### src/rtl/io_tx_buffer_if.sv
// Bus bundle between the CPU memory-side I/O decode and the UART transmit path.
// The slave modport is the buffer itself; the master modport is the core/UART side.
interface io_tx_buffer_if #(
  parameter int DEPTH_LOG2 = 4
);
  logic                  rdy_in;
  logic [31:0]           mem_a;
  logic [7:0]            mem_dout;
  logic                  mem_wr;
  logic                  io_buffer_full;
  logic [7:0]            tx_data;
  logic                  tx_valid;
  logic                  tx_ready;
  logic                  program_stop;
  logic                  overflow;
  logic [DEPTH_LOG2:0]   fifo_count;

  modport slave (
    input  rdy_in, mem_a, mem_dout, mem_wr, tx_ready,
    output io_buffer_full, tx_data, tx_valid, program_stop, overflow, fifo_count
  );

  modport master (
    output rdy_in, mem_a, mem_dout, mem_wr, tx_ready,
    input  io_buffer_full, tx_data, tx_valid, program_stop, overflow, fifo_count
  );
endinterface

### src/rtl/io_tx_buffer.sv
// Byte FIFO between the CPU's memory-mapped UART/stop ports and the UART transmitter.
// Produces back-pressure to the core and a sticky program_stop once the stop byte drains.
module io_tx_buffer #(
  parameter int DEPTH_LOG2  = 4,
  parameter int FULL_MARGIN = 2
) (
  input  logic          clk_in,
  input  logic          rst_in,
  io_tx_buffer_if.slave bus
);

  localparam int              DEPTH    = 1 << DEPTH_LOG2;
  localparam int              CW       = DEPTH_LOG2 + 1;
  localparam logic [CW-1:0]   DEPTH_C  = CW'(DEPTH);
  localparam logic [CW-1:0]   MARGIN_C = CW'(FULL_MARGIN);
  localparam logic [CW-1:0]   ONE_C    = CW'(1);

  function automatic logic f_near_full(input logic [CW-1:0] count);
    f_near_full = (DEPTH_C - count) <= MARGIN_C;
  endfunction

  logic [7:0]            r_mem [DEPTH];
  logic [DEPTH_LOG2-1:0] r_wr_ptr;
  logic [DEPTH_LOG2-1:0] r_rd_ptr;
  logic [DEPTH_LOG2-1:0] r_stop_ptr;
  logic [CW-1:0]         r_count;
  logic                  r_stop_pending;
  logic                  r_stop_queued;
  logic                  r_stop_dropped;
  logic                  r_full;
  logic                  r_program_stop;
  logic                  r_overflow;

  logic                  w_io_wr;
  logic                  w_is_data;
  logic                  w_is_stop;
  logic                  w_push_req;
  logic                  w_push;
  logic                  w_pop;
  logic                  w_drop;
  logic                  w_tx_valid;
  logic [7:0]            w_push_data;
  logic [CW-1:0]         w_count_nxt;
  logic                  w_stop_pending_nxt;
  logic                  w_stop_hit;
  logic                  w_last_drain;
  logic                  w_unused_addr;

  // Only the port-select and offset bits of the address take part in decoding.
  assign w_unused_addr = &{1'b0, bus.mem_a[31:18], bus.mem_a[15:3]};

  assign w_io_wr    = bus.rdy_in && bus.mem_wr && (bus.mem_a[17:16] == 2'b11) && !r_stop_pending;
  assign w_is_data  = w_io_wr && (bus.mem_a[2:0] == 3'b000) && (bus.mem_dout != 8'h00);
  assign w_is_stop  = w_io_wr && (bus.mem_a[2:0] == 3'b100);
  assign w_push_req = w_is_data || w_is_stop;
  assign w_push_data = w_is_stop ? 8'h00 : bus.mem_dout;

  assign w_tx_valid = (r_count != '0);
  assign w_pop      = w_tx_valid && bus.tx_ready;
  // A full FIFO still takes a byte when the head leaves in the same cycle.
  assign w_push     = w_push_req && ((r_count != DEPTH_C) || w_pop);
  assign w_drop     = w_push_req && !w_push;

  always_comb begin
    w_count_nxt = r_count;
    unique case ({w_push, w_pop})
      2'b10:   w_count_nxt = r_count + ONE_C;
      2'b01:   w_count_nxt = r_count - ONE_C;
      default: w_count_nxt = r_count;
    endcase
  end

  assign w_stop_pending_nxt = r_stop_pending || w_is_stop;
  // Stop detection follows the marker position, never the byte value.
  assign w_stop_hit   = w_pop && r_stop_queued && (r_rd_ptr == r_stop_ptr);
  assign w_last_drain = w_pop && r_stop_dropped && (r_count == ONE_C);

  always_ff @(posedge clk_in) begin
    if (w_push) begin
      r_mem[r_wr_ptr] <= w_push_data;
    end
  end

  always_ff @(posedge clk_in or posedge rst_in) begin
    if (rst_in) begin
      r_wr_ptr       <= '0;
      r_rd_ptr       <= '0;
      r_stop_ptr     <= '0;
      r_count        <= '0;
      r_stop_pending <= 1'b0;
      r_stop_queued  <= 1'b0;
      r_stop_dropped <= 1'b0;
      r_full         <= 1'b0;
      r_program_stop <= 1'b0;
      r_overflow     <= 1'b0;
    end else begin
      if (w_push) begin
        r_wr_ptr <= r_wr_ptr + 1'b1;
      end
      if (w_pop) begin
        r_rd_ptr <= r_rd_ptr + 1'b1;
      end
      r_count        <= w_count_nxt;
      r_stop_pending <= w_stop_pending_nxt;
      if (w_push && w_is_stop) begin
        r_stop_queued <= 1'b1;
        r_stop_ptr    <= r_wr_ptr;
      end
      if (w_drop && w_is_stop) begin
        r_stop_dropped <= 1'b1;
      end
      if (w_drop) begin
        r_overflow <= 1'b1;
      end
      if (w_stop_hit || w_last_drain) begin
        r_program_stop <= 1'b1;
      end
      // Held high once stop is pending so the core stops issuing I/O writes.
      r_full <= f_near_full(w_count_nxt) || w_stop_pending_nxt;
    end
  end

  assign bus.tx_valid       = w_tx_valid;
  assign bus.tx_data        = w_tx_valid ? r_mem[r_rd_ptr] : 8'h00;
  assign bus.io_buffer_full = r_full;
  assign bus.program_stop   = r_program_stop;
  assign bus.overflow       = r_overflow;
  assign bus.fifo_count     = r_count;

endmodule

### src/flat_wrapper.sv
// flat-port wrapper written by rule: the top's interface ports become plain ports
module io_tx_buffer_flat 
#(
  parameter int DEPTH_LOG2  = 4,
  parameter int FULL_MARGIN = 2
)
  (clk_in, rst_in, bus_rdy_in, bus_mem_a, bus_mem_dout, bus_mem_wr, bus_tx_ready, bus_io_buffer_full, bus_tx_data, bus_tx_valid, bus_program_stop, bus_overflow, bus_fifo_count);
  io_tx_buffer_if #(.DEPTH_LOG2(DEPTH_LOG2)) bus_i ();
  input  logic clk_in;
  input  logic rst_in;
  input wire logic [$bits(bus_i.rdy_in)-1:0] bus_rdy_in;
  input wire logic [$bits(bus_i.mem_a)-1:0] bus_mem_a;
  input wire logic [$bits(bus_i.mem_dout)-1:0] bus_mem_dout;
  input wire logic [$bits(bus_i.mem_wr)-1:0] bus_mem_wr;
  input wire logic [$bits(bus_i.tx_ready)-1:0] bus_tx_ready;
  output wire logic [$bits(bus_i.io_buffer_full)-1:0] bus_io_buffer_full;
  output wire logic [$bits(bus_i.tx_data)-1:0] bus_tx_data;
  output wire logic [$bits(bus_i.tx_valid)-1:0] bus_tx_valid;
  output wire logic [$bits(bus_i.program_stop)-1:0] bus_program_stop;
  output wire logic [$bits(bus_i.overflow)-1:0] bus_overflow;
  output wire logic [$bits(bus_i.fifo_count)-1:0] bus_fifo_count;
  assign bus_i.rdy_in = bus_rdy_in;
  assign bus_i.mem_a = bus_mem_a;
  assign bus_i.mem_dout = bus_mem_dout;
  assign bus_i.mem_wr = bus_mem_wr;
  assign bus_i.tx_ready = bus_tx_ready;
  assign bus_io_buffer_full = bus_i.io_buffer_full;
  assign bus_tx_data = bus_i.tx_data;
  assign bus_tx_valid = bus_i.tx_valid;
  assign bus_program_stop = bus_i.program_stop;
  assign bus_overflow = bus_i.overflow;
  assign bus_fifo_count = bus_i.fifo_count;
  io_tx_buffer #(.DEPTH_LOG2(DEPTH_LOG2), .FULL_MARGIN(FULL_MARGIN)) u_core (.clk_in(clk_in), .rst_in(rst_in), .bus(bus_i));
endmodule
### config.mk
export PLATFORM = sky130hd
export DESIGN_NAME = io_tx_buffer_flat
export DESIGN_NICKNAME = d
export VERILOG_FILES = /design/src/rtl/io_tx_buffer_if.sv /design/src/rtl/io_tx_buffer.sv /design/src/flat_wrapper.sv
export SDC_FILE = /design/constraint.sdc
export NUM_CORES = 1
export LEC_CHECK = 0
export BUFFER_PORTS_ARGS = -buffer_cell sky130_fd_sc_hd__buf_4
export CAP_MARGIN = 40
export CELL_PAD_IN_SITES_DETAIL_PLACEMENT = 1
export CELL_PAD_IN_SITES_GLOBAL_PLACEMENT = 1
export CORE_UTILIZATION = 30
export CTS_CLUSTER_DIAMETER = 30
export DETAILED_ROUTE_END_ITERATION = 12
export PLACE_DENSITY = 0.61
export RECOVER_POWER = 100
export SYNTH_ARGS = -nofsm -noshare
export SYNTH_HDL_FRONTEND = slang
export SYNTH_SLANG_ARGS = --single-unit
### constraint.sdc
create_clock -name clk_in -period 3.3 [get_ports clk_in]
set_input_delay 0.165 -clock clk_in [delete_from_list [all_inputs] [get_ports clk_in]]
set_output_delay 0.165 -clock clk_in [all_outputs]
set_load 0.01 [all_outputs]
# Word level (Yosys, flattened, before mapping)

Memory sizes are Yosys's and may differ from the RTL's.
Index checks and enable logic that the tools add are counted.
W data, S select, Z words.

Register bits after elaboration: 23
Memory bits (writable): 128
Input port bits: 45
Output and inout port bits: 17
Logic and storage cells: 54
Memories kept: 1

Memories:

| name         | depth | width | read ports | clocked after memory_dff | wr ports | line               | source |
|---|---|---|---|---|---|---|---|
| u_core.r_mem | 16    | 8     | 1          | 0                        | 1        | io_tx_buffer.sv:22 | `logic [7:0] r_mem [DEPTH];` |

Add/subtract/negate cells: 5
Magnitude comparators: 1
Equal/unequal tests: 7
Multiplexer cells: 5
Reductions and logical operators: 25

Operator list:

| operator              | number |
|---|---|
| $mux W8               | 2 |
| $logic_and A1 B1 Y1   | 15 |
| $pmux W5 S2           | 1 |
| $add A4 B1 Y4 const B | 2 |
| $reduce_bool A8 Y1    | 1 |
| $add A5 B1 Y5 const B | 1 |
| $eq A5 B1 Y1 const B  | 1 |
| $le A5 B2 Y1 const B  | 1 |
| $logic_or A1 B1 Y1    | 5 |
| $ne A5 B5 Y1 const B  | 1 |
| $reduce_bool A5 Y1    | 1 |
| $sub A5 B1 Y5 const B | 1 |
| $sub A5 B5 Y5 const A | 1 |
| $eq A2 B2 Y1 const B  | 2 |
| $eq A4 B4 Y1          | 1 |
| $eq A3 B3 Y1 const B  | 1 |
| $logic_not A3 Y1      | 1 |
| $eq A2 B1 Y1 const B  | 1 |
| $logic_not A1 Y1      | 2 |
| $mux W1               | 2 |

# Depth between registers and ports, before layout

Word-level depth: 12
Depth in mapped cells: 17
Gate-level depth less buffers: 16

# Worst setup path before layout

OpenSTA, ideal clock, no wires.

Path type: flip-flop to flip-flop
From: register u_core.r_count[0], in the netlist u_core.bus.fifo_count[0]
To: register u_core.r_full, in the netlist u_core.bus.io_buffer_full
Setup time: 0.087 ns
Arrival: 2.925 ns
Data required time: 3.213 ns
Slack: 0.288 ns
Stages on the path, launching flop included: 17
Path buffers: 2
Clock period less this slack: 3.012 ns
Cell sequence: dfrtp_1 > clkbuf_1 > inv_1 > ha_1 > nand2_1 > or4_1 > nand3b_2 > ha_1 > buf_2 > nor3_1 > a21oi_1 > ha_1 > nand2b_1 > nand2_1 > a21oi_1 > nand4bb_1 > o211ai_1

Cells in the longest elaborated chain, start to end: 9
Elaborated cells on any way between the ends: 13
Those cells by class: add/sub: 3; order compare: 1; eq/ne: 3; mux: 1; reduce/logical: 5

Ends and longest elaborated chain:

| item                                                | line                | source |
|---|---|---|
| start, declared                                     | io_tx_buffer.sv:26  | `logic [CW-1:0] r_count;` |
| start signal, assigned                              | io_tx_buffer.sv:103 | `r_count <= w_count_nxt;` |
| $reduce_bool A5 Y1                                  | io_tx_buffer.sv:58  | `assign w_tx_valid = (r_count != '0);` |
| $logic_and A1 B1 Y1                                 | io_tx_buffer.sv:59  | `assign w_pop = w_tx_valid && bus.tx_ready;` |
| $logic_or A1 B1 Y1                                  | io_tx_buffer.sv:61  | `assign w_push = w_push_req && ((r_count != DEPTH_C) \|\| w_pop);` |
| $logic_and A1 B1 Y1                                 | io_tx_buffer.sv:61  |  |
| $eq A2 B1 Y1 / $eq A2 B2 Y1 (equally long branches) | io_tx_buffer.sv:66  | `unique case ({w_push, w_pop})` |
| $pmux W5 S2 *                                       | io_tx_buffer.sv:66  |  |
| $sub A5 B5 Y5 *                                     | io_tx_buffer.sv:19  | `f_near_full = (DEPTH_C - count) <= MARGIN_C;` |
| $le A5 B2 Y1 *                                      | io_tx_buffer.sv:19  |  |
| $logic_or A1 B1 Y1 *                                | io_tx_buffer.sv:119 | `r_full <= f_near_full(w_count_nxt) \|\| w_stop_pending_nxt;` |
| end signal, assigned                                | io_tx_buffer.sv:119 |  |
| end, declared                                       | io_tx_buffer.sv:30  | `logic r_full;` |

Mark *: on every way between the ends. The rest lies on a longest branch, timed or not.
A chain may end at the register's enable or synchronous reset.

# Worst setup path after layout

From: register u_core.r_count[1], in the netlist u_core.bus.fifo_count[1]
To: register u_core.r_full, in the netlist u_core.bus.io_buffer_full

Cells in the longest elaborated chain, start to end: 9
Elaborated cells on any way between the ends: 13
Those cells by class: add/sub: 3; order compare: 1; eq/ne: 3; mux: 1; reduce/logical: 5

Ends and longest elaborated chain:

| item                                                | line                | source |
|---|---|---|
| $reduce_bool A5 Y1                                  | io_tx_buffer.sv:58  |  |
| $logic_and A1 B1 Y1                                 | io_tx_buffer.sv:59  |  |
| $logic_or A1 B1 Y1                                  | io_tx_buffer.sv:61  |  |
| $logic_and A1 B1 Y1                                 | io_tx_buffer.sv:61  |  |
| $eq A2 B1 Y1 / $eq A2 B2 Y1 (equally long branches) | io_tx_buffer.sv:66  |  |
| $pmux W5 S2 *                                       | io_tx_buffer.sv:66  |  |
| named net u_core.w_count_nxt[2]                     | io_tx_buffer.sv:43  | `logic [CW-1:0] w_count_nxt;` |
| $sub A5 B5 Y5 *                                     | io_tx_buffer.sv:19  |  |
| $le A5 B2 Y1 *                                      | io_tx_buffer.sv:19  |  |
| $logic_or A1 B1 Y1 *                                | io_tx_buffer.sv:119 |  |

Mark *: on every way through the listed nets, which the timed path passes. The rest lies on a longest branch.

==> flow_metrics.env <==
export IMPL_outcome="completed"
export IMPL_synth_top_area_frac=0.598
export IMPL_synth_area_um2=6420
export IMPL_drt_vias_per_instance=4.79
export IMPL_drt_initial_drc_count=220
export IMPL_nNetsFinal=467
export IMPL_rows=53
export IMPL_grt_remaining_overflow=0
export IMPL_synthTopCellsByArea="edfxtp_1 (60%), mux4_2 (14%), dfrtp_1 (9.0%), and2_1 (3.2%), ha_1 (2.5%)"
export IMPL_tns_ps=0
export IMPL_ys_seq_area_frac=0.688
export IMPL_crit_type="register to register"
export IMPL_initial_core_util=0.306
export IMPL_cts_sinks=151
export IMPL_timing_rr_start="u_core.bus.fifo_count[1]"
export IMPL_core_area_um2=21000
export IMPL_rsz0062_at_grt="no"
export IMPL_hpwlAfterDp_um=9170
export IMPL_vias=3337
export IMPL_synth_top_family_by_area="multiplexers"
export IMPL_grt_pass1_wl_um=21700
export IMPL_post_cts_buffers=0
export IMPL_yosys_area_share_adder=0.0253
export IMPL_die_x_um=148
export IMPL_whs_ps=92.5
export IMPL_dieArea_um2=22000
export IMPL_setup_ws_ps=259
export IMPL_crit_required_ps=3640
export IMPL_holdPathEnd="u_core.r_stop_dropped"
export IMPL_die_y_um=148
export IMPL_hold_class="primary input to register"
export IMPL_critPathLaunchType="register"
export IMPL_placed_area_um2=7070
export IMPL_routed_wirelength_um=14100
export IMPL_min_from="bus_tx_ready"
export IMPL_fmaxAchievable_mhz=329
export IMPL_drc=0
export IMPL_dr_pass1_iters=4
export IMPL_setup_viol=0
export IMPL_rrSetupSlack_ps=260
export IMPL_n_fill_cell=2106
export IMPL_end_kind="register"
export IMPL_finClkSkew_ps=10.6
export IMPL_ys_async_sr_fraction=0.152
export IMPL_cts_tree="yes"
export IMPL_syn_to_final_growth_pct=18.9
export IMPL_portBuffers=34
export IMPL_first_global_vias=3645
export IMPL_synth_cell_types=48
export IMPL_numCtsBuffers=17
export IMPL_gp_congestion=0.749
export IMPL_antennaDiodeCount=0
export IMPL_antenna_found_initial=0
export IMPL_cp_max_fo=7
export IMPL_power_total_mw=6.15
export IMPL_design_area_um2=7640
export IMPL_p_per_area_nw_per_um2=805
export IMPL_finalHoldViolations=0
export IMPL_fin_util=0.363
export IMPL_worst_pin_slew_ps=995
export IMPL_ys_top_cells_by_count="edfxtp_1 (128), mux4_2 (40), and2_1 (33)"
export IMPL_synthSimpleGateAreaFrac=0.0810
export IMPL_grtUsageTotal=0.140
export IMPL_synth_top_flop_cell="edfxtp_1"
export IMPL_cap_violations=0
export IMPL_min_path_cells=3
export IMPL_vdd_drop_max_v=0.000371
export IMPL_synth_xor_xnor_area_share=0.00954
export IMPL_syn_num_nets=416
export IMPL_startpoint="u_core.bus.fifo_count[1]"
export IMPL_slew_headroom=0.337
export IMPL_post_layout_nonfiller_instances=696
export IMPL_clkTransAtPathRegs_ps=60
export IMPL_fin_crit_ps=3040
export IMPL_synth_top_cell_by_area="edfxtp_1"
export IMPL_final_antenna_net_count=0
export IMPL_placed_cells=664
export IMPL_cts_max_level=4
export IMPL_synth_most_common_cell="edfxtp_1"
export IMPL_synth_compound_area_frac=0.0263
export IMPL_grt_start_max_net_pins=37
export IMPL_r2r_end="u_core.bus.io_buffer_full"
export IMPL_pre_cts_ws_ps=87.9
export IMPL_p_leak_nw=2.62
export IMPL_syn_inst=358
export IMPL_num_io_pins=62
export IMPL_yosysWarnings=0
export IMPL_avgSynthCellArea_um2=17.9
export IMPL_clock_latency_ps=430
export IMPL_cts_root_buf="clkbuf_16"
export IMPL_fin_crit_sh=0.922
export IMPL_wl_per_cell_um=20.3
export IMPL_drv_slew=0
export IMPL_muxShareOfSynthArea=0.149
export IMPL_synth_edf_count=128
export IMPL_reg2regPathDepth=11
export IMPL_drive_gt1_frac=0.276
export IMPL_ys_ff_latch=151
export IMPL_ctsLongestPathBuffers=2
export IMPL_arrival_ps=3390
area by class of cell:
type | instances | area [um2] | share of cell area
flip-flops and latches | 151 | 4420 | 0.578
multi-input cells | 176 | 1890 | 0.247
clock buffers | 17 | 425 | 0.0557
well taps | 275 | 344 | 0.0450
repair buffers | 47 | 334 | 0.0437
clock inverters | 14 | 173 | 0.0226
inverters | 16 | 60.1 | 0.00786
worst max-delay path by stage:
stage | end | slack (ps) | depth (start not counted)
5_1_grt | u_core.bus.io_buffer_full | 30 | 16
2_1_floorplan | u_core.bus.io_buffer_full | 290 | 16
3_5_place_dp | u_core.bus.io_buffer_full | 90 | 16
3_3_place_gp | u_core.bus.io_buffer_full | 160 | 16
4_1_cts | u_core.bus.io_buffer_full | 70 | 16
6_report | u_core.bus.io_buffer_full | 260 | 11
power by group:
| group | internal, mW | switching (mW) | leakage, nW |
|---|---|---|---|
| logic | 0.974 | 0.919 | 0.887 |
| clock network | 1.19 | 0.783 | 0.282 |
| registers | 2.16 | 0.129 | 1.45 |
| total | 4.32 | 1.83 | 2.62 |
logic make-up after synthesis:
logic type               after synthesis
AND/OR/NAND/NOR                       86
XOR/XNOR                               7
AO/OA/AOI/OAI                         25
buffers and inverters                 31
adder cells (fa/ha/maj)               13
flip-flops                           151
multiplexers                          45
critical path, cell delays in order, from the launching register on:
cell and delay (ps):
dfrtp_1 380, inv_1 90, ha_1 170, nand2_1 50
or4_4 470, nand3b_4 140, ha_1 330, nand2b_1 220
o311ai_0 320, clkbuf_1 240, mux2_2 360, o211ai_1 170
repair_timing:
item | in CTS | in global routing
endpoints found under the hold margin | 23 | 0
hold buffers | 1 | 0
gates resized for setup | 0 | 3
setup endpoints to repair | 0 | 1
registers in the layout, summed over array words and instances (netlist names):
| signal | count |
|---|---|
| u_core.bus.program_stop | 1 |
| u_core.bus.io_buffer_full | 1 |
| u_core.r_stop_pending | 1 |
| u_core.r_stop_dropped | 1 |
| u_core.r_stop_queued | 1 |
| u_core.r_wr_ptr | 4 |
| u_core.r_mem | 128 |
| u_core.r_rd_ptr | 4 |
| u_core.r_stop_ptr | 4 |
| u_core.bus.fifo_count | 5 |
| u_core.bus.overflow | 1 |
per-layer routing:
| metal | GRT usage | up-vias | wire, um |
|---|---|---|---|
| li1 | - | 1510 | - |
| met2 | 0.226 | 53 | 6810 |
| met1 | 0.180 | 1757 | 6640 |
| met4 | 0.0644 | 0 | 249 |
| met5 | 0 | - | 0 |
| met3 | 0.0298 | 17 | 398 |
cells in the final DEF (no fill, tap or decap), drive strengths merged, types with 2 or more instances in the layout:
cell	synthesis	routed
o21ai	8	8
a21oi	3	3
nor2	5	5
mux4	40	40
inv	16	20
nand4	2	2
bufinv	0	3
and2	33	33
nor3b	4	4
a32oi	2	2
ha	13	13
clkinv	0	4
buf	6	36
nand3b	2	2
nand2b	5	5
nor2b	3	3
mux2	4	4
nand3	4	4
o21bai	2	2
clkinvlp	0	3
nand2	10	10
o211ai	3	3
nor3	7	7
or2	2	2
edfxtp	128	128
dfrtp	23	23
xnor2	6	6
clkbuf	9	27
nand4bb	2	2
No activity file was read; power rests on OpenSTA's default activity.
